<file path="config.mk">
export PLATFORM = sky130hd
export DESIGN_NAME = wb_demux_scoreboard
export DESIGN_NICKNAME = d
export VERILOG_FILES = /design/src/rtl/wb_demux_scoreboard.sv
export SDC_FILE = /design/constraint.sdc
export NUM_CORES = 1
export LEC_CHECK = 0
export ABC_AREA = 0
export BUFFER_PORTS_ARGS = -buffer_cell sky130_fd_sc_hd__buf_2
export CORE_MARGIN = 5
export CORE_UTILIZATION = 39
export DETAILED_ROUTE_END_ITERATION = 7
export MAX_ROUTING_LAYER = met4
export SETUP_SLACK_MARGIN = 0.15
export SYNTH_ARGS = -nofsm -noshare
export SYNTH_HDL_FRONTEND = slang
export SYNTH_SLANG_ARGS = --single-unit
</file>
<file path="constraint.sdc">
create_clock -name clk -period 4.7 [get_ports clk]
set_input_delay 0.235 -clock clk [delete_from_list [all_inputs] [get_ports clk]]
set_output_delay 0.235 -clock clk [all_outputs]
set_load 0.01 [all_outputs]
</file>
<file path="src/rtl/wb_demux_scoreboard.sv">
// Write-back demultiplexer and register-pending scoreboard.
// One write-back per cycle becomes a registered one-hot write enable plus
// write data for the register file. A per-register pending bit is set when
// an instruction issues and cleared when its write-back arrives, so the
// issue stage can stall on RAW and WAW hazards.
module wb_demux_scoreboard #(
  parameter int NREG     = 32,
  parameter int AW       = 5,
  parameter int DW       = 64,
  parameter int ZERO_REG = 31
) (
  input  logic            clk,
  input  logic            reset_n,
  input  logic            iss_valid,
  input  logic [AW-1:0]   iss_addr,
  output logic            iss_ready,
  input  logic [AW-1:0]   src_a,
  input  logic [AW-1:0]   src_b,
  output logic            hazard_a,
  output logic            hazard_b,
  input  logic            wb_valid,
  input  logic [AW-1:0]   wb_addr,
  input  logic [DW-1:0]   wb_data,
  output logic [NREG-1:0] reg_we,
  output logic [DW-1:0]   reg_wdata,
  output logic [NREG-1:0] pending,
  output logic [AW:0]     out_cnt,
  output logic            err_spurious
);

  localparam logic [AW-1:0] ZADDR = AW'(ZERO_REG);

  logic [NREG-1:0] pending_q, pending_d;
  logic [NREG-1:0] reg_we_q, reg_we_d;
  logic [DW-1:0]   reg_wdata_q, reg_wdata_d;
  logic [AW:0]     out_cnt_q, out_cnt_d;
  logic            err_q, err_d;

  logic clr;
  logic set;
  logic cnt_inc;
  logic cnt_dec;

  // A write-back that retires this cycle releases a WAW stall on the same
  // register immediately; the zero register never stalls.
  assign iss_ready = iss_valid &&
                     (iss_addr == ZADDR || !pending_q[iss_addr] ||
                      (wb_valid && wb_addr == iss_addr));

  // No bypass: a same-cycle write-back only removes the hazard flag.
  assign hazard_a = (src_a != ZADDR) && pending_q[src_a] &&
                    !(wb_valid && wb_addr == src_a);
  assign hazard_b = (src_b != ZADDR) && pending_q[src_b] &&
                    !(wb_valid && wb_addr == src_b);

  // Write-backs and reservations to the zero register are ignored entirely.
  assign clr = wb_valid && (wb_addr != ZADDR);
  assign set = iss_ready && (iss_addr != ZADDR);

  // Next-state for scoreboard, counter, error flag and demux outputs.
  always_comb begin
    // NOTE: every variable gets a default before any conditional update, so no latch can be inferred.
    pending_d   = pending_q;
    reg_we_d    = '0;
    reg_wdata_d = reg_wdata_q;
    cnt_inc     = 1'b0;
    cnt_dec     = 1'b0;
    err_d       = err_q;

    if (clr) begin
      pending_d[wb_addr] = 1'b0;
      reg_we_d           = NREG'(1) << wb_addr;
      reg_wdata_d        = wb_data;
      cnt_dec            = pending_q[wb_addr] && !(set && iss_addr == wb_addr);
      if (!pending_q[wb_addr]) begin
        err_d = 1'b1;
      end
    end

    // Applied after the clear so a same-address reservation wins.
    if (set) begin
      pending_d[iss_addr] = 1'b1;
      cnt_inc             = !pending_q[iss_addr];
    end

    out_cnt_d = out_cnt_q + {{AW{1'b0}}, cnt_inc} - {{AW{1'b0}}, cnt_dec};
  end

  // State registers; asynchronous reset drops all outstanding reservations.
  always_ff @(posedge clk or negedge reset_n) begin
    if (!reset_n) begin
      pending_q   <= '0;
      reg_we_q    <= '0;
      reg_wdata_q <= '0;
      out_cnt_q   <= '0;
      err_q       <= 1'b0;
    end else begin
      // NOTE: non-blocking assignments keep every flop sampling pre-edge values regardless of statement order.
      pending_q   <= pending_d;
      reg_we_q    <= reg_we_d;
      reg_wdata_q <= reg_wdata_d;
      out_cnt_q   <= out_cnt_d;
      err_q       <= err_d;
    end
  end

  assign pending      = pending_q;
  assign reg_we       = reg_we_q;
  assign reg_wdata    = reg_wdata_q;
  assign out_cnt      = out_cnt_q;
  assign err_spurious = err_q;

endmodule

</file>
==> run_results.csv <==
group,metric,value,unit
logic_synthesis,synth.area.mux_share,0.225,
grt,antenna_found_initial,1,
setup_path,startpoint_type,"register",
grt,grt_overflow_total,0,
grt,grt_pass1_wl,32800,um
logic_synthesis,synth_adder_area_share,0.0142,
timing,fmax,290,MHz
timing,slew_headroom,0.424,
logic_synthesis,synth-simple-area-share,0.114,
setup_path,path_class,"register to register",
timing,period_share,0.733,
setup_path,crit_chain,"mux4_2 -> and4_4 -> a21oi_4 -> nand4_1 -> or2_1 -> ha_1 -> inv_1 -> ha_1 -> fa_1 -> a21oi_1 -> nor2_1 -> nor2_1 -> xnor2_1",
power,p_leak,4.03,nW
logic_synthesis,avgSynthCellArea,11.8,um^2
power,cellPowerDensity,434,mW/mm^2
timing,setup_tns,0,ps
power,peakVddDrop,262,uV
drt,first_pass_iters,5,
setup_path,critPathMaxStageDelay,480,ps
placement,post-dp-hpwl,15800,um
finish,utilization,0.502,
clocking,ctsResizeCount,0,
finish,fillers,1588,
drt,antenna_left,0,
setup_path,crit_arrival,3780,ps
placement,post-place-ws,979,ps
clocking,cts-root-buf,"clkbuf_16",
drt,drt_iter0_drc,306,
clocking,clkSinkCount,135,
drt,drt_wl_total,21400,um
run_status,status,"finished, final reports clean",
timing,hold_slack,37.8,ps
timing,skew,6.09,ps
setup_path,critPathSlowestCell,"mux4_2",
drt,vias,5426,
die,coreArea,0.0171,mm^2
finish,final_common_cell,"buf_2",
die,fp.dieH,141,um
die,start_util,0.393,
die,design.portCount,226,
clocking,htree_levels,4,
logic_synthesis,synth-main-ff-cell,"dfrtp_1",
logic_synthesis,synth_cells,568,
clocking,clock_path_buffers,2,
clocking,cts_buffers,17,
timing,period_minus_slack,3440,ps
timing,hold_viol_final,0,
logic_synthesis,async_reset_ff_frac,1.00,
logic_synthesis,synth_top_family_by_area,"multiplexers",
job,cap_viol_max_count,0,
setup_path,required,5030,ps
drt,wl_per_cell,21.0,um
logic_synthesis,synth-compound-area-share,0.0879,
drt,drc,0,
clocking,path_clk_slew,60,ps
finish,syn_to_final_growth,27.8,%
setup_path,path_buf_inv,1,
clocking,post_cts_buffers,0,
finish,most-common-layout-cells,"buf_2 (224), dfrtp_1 (135), nor2_1 (66)",
logic_synthesis,synth_area,0.00672,mm^2
finish,finalNetCount,876,
timing,setup_viol,0,
setup_path,cp_max_fo,12,
grt,grt_max_degree,87,
grt,grt_usage,0.221,
placement,portBuffers,225,
logic_synthesis,yosysSeqAreaShare,0.503,
timing,rsz0062_at_grt,"false",
finish,drive_gt1_frac,0.413,
timing,tightest_slew,861,ps
drt,viasPerCell,5.32,
logic_synthesis,synth-edff-count,0,
die,dieArea,0.0200,mm^2
logic_synthesis,synth_cell_types,56,
placement,gp_congestion,0.934,
logic_synthesis,syn_nets,663,
timing,layout_setup_ws,1260,ps
min_path,hold_class,"input pin to register",
clocking,cts_tree,"yes",
clocking,clkLatencyLatePin,420,ps
die,rows,48,
grt,grt_pass1_vias,5658,
logic_synthesis,yosys_register_bits,135,
power,total_power,3.73,mW
logic_synthesis,synth_xor_area_frac,0.0261,
timing,maxSlewViolCount,0,
setup_path,endpoint_kind,"register",
die,die_w,141,um
setup_path,cp_top_family,"simple AND/OR/NAND/NOR gates",
logic_synthesis,yosysWarningCount,0,
clocking,hold_buffers,1,
[logic make-up after synthesis]
kind of cell / Yosys count
XOR/XNOR: 20
flip-flops: 135
buffers and inverters: 46
multiplexers: 111
AO/OA/AOI/OAI: 84
adder cells (fa/ha/maj): 7
AND/OR/NAND/NOR: 164
other: 1
[Yosys cell counts, types with 10 or more instances]
cell type | instances | area (um^2)
buf_2 | 16 | 80.1
mux4_2 | 25 | 563
clkbuf_1 | 15 | 56.3
mux2_2 | 20 | 225
xnor2_1 | 11 | 96.3
mux2i_1 | 18 | 180
nand3_1 | 24 | 120
inv_1 | 10 | 37.5
nand2_1 | 37 | 139
mux2_1 | 47 | 529
nor2_1 | 66 | 248
o21ai_0 | 39 | 195
dfrtp_1 | 135 | 3380
[flip-flops by register name (all words and copies together), names as in the netlist]
signal        cells
err_spurious      1
reg_wdata        64
out_cnt           6
pending          32
reg_we           32
[metal layers]
| layer | track usage | wire, um | part of all wire |
|---|---|---|---|
| met1 | 0.269 | 8530 | 0.40 |
| met2 | 0.363 | 10600 | 0.50 |
| met3 | 0.0597 | 1780 | 0.083 |
| met4 | 0.0653 | 495 | 0.023 |
| met5 | - | 0 | 0 |
[final cells by class]
type	instances	area, um^2	share of cell area
clock buffer	20	467	0.0543
sequential	135	3380	0.393
multi-input combinational	387	3160	0.368
antenna	1	2.50	0.000291
timing repair buffer	230	1170	0.136
inverter	10	37.5	0.00437
tap	225	282	0.0328
clock inverter	12	92.6	0.0108
[report_power, final]
part | switching (mW) | total, mW | internal, mW
registers | 0.180 | 1.50 | 1.32
clock network | 0.518 | 1.24 | 0.723
logic | 0.520 | 0.988 | 0.469
[per-stage QoR]
| stage | cells | area, um^2 |
|---|---|---|
| 5_1_grt | 1020 | 8590 |
| 3_5_place_dp | 986 | 8020 |
| 3_3_place_gp | 986 | 8020 |
| 2_1_floorplan | 568 | 6720 |
| 4_1_cts | 1019 | 8590 |
| 6_report | 1020 | 8590 |
[path summary, 6_finish.rpt]
path | startpoint | endpoint | slack (ps) | cells after the start
setup reg to reg | pending[29] | out_cnt[4] | 1260 | 13
hold / removal | wb_data[38] | reg_wdata[38] | 40 | 2
hold reg to reg | pending[31] | pending[31] | 420 | 0
min in group asynchronous | reset_n | reg_we[1] | 450 | 2
max in group asynchronous | reset_n | reg_we[4] | 3090 | 3
setup / recovery | pending[29] | out_cnt[4] | 1260 | 13
Power figures use the tool's default switching activity.
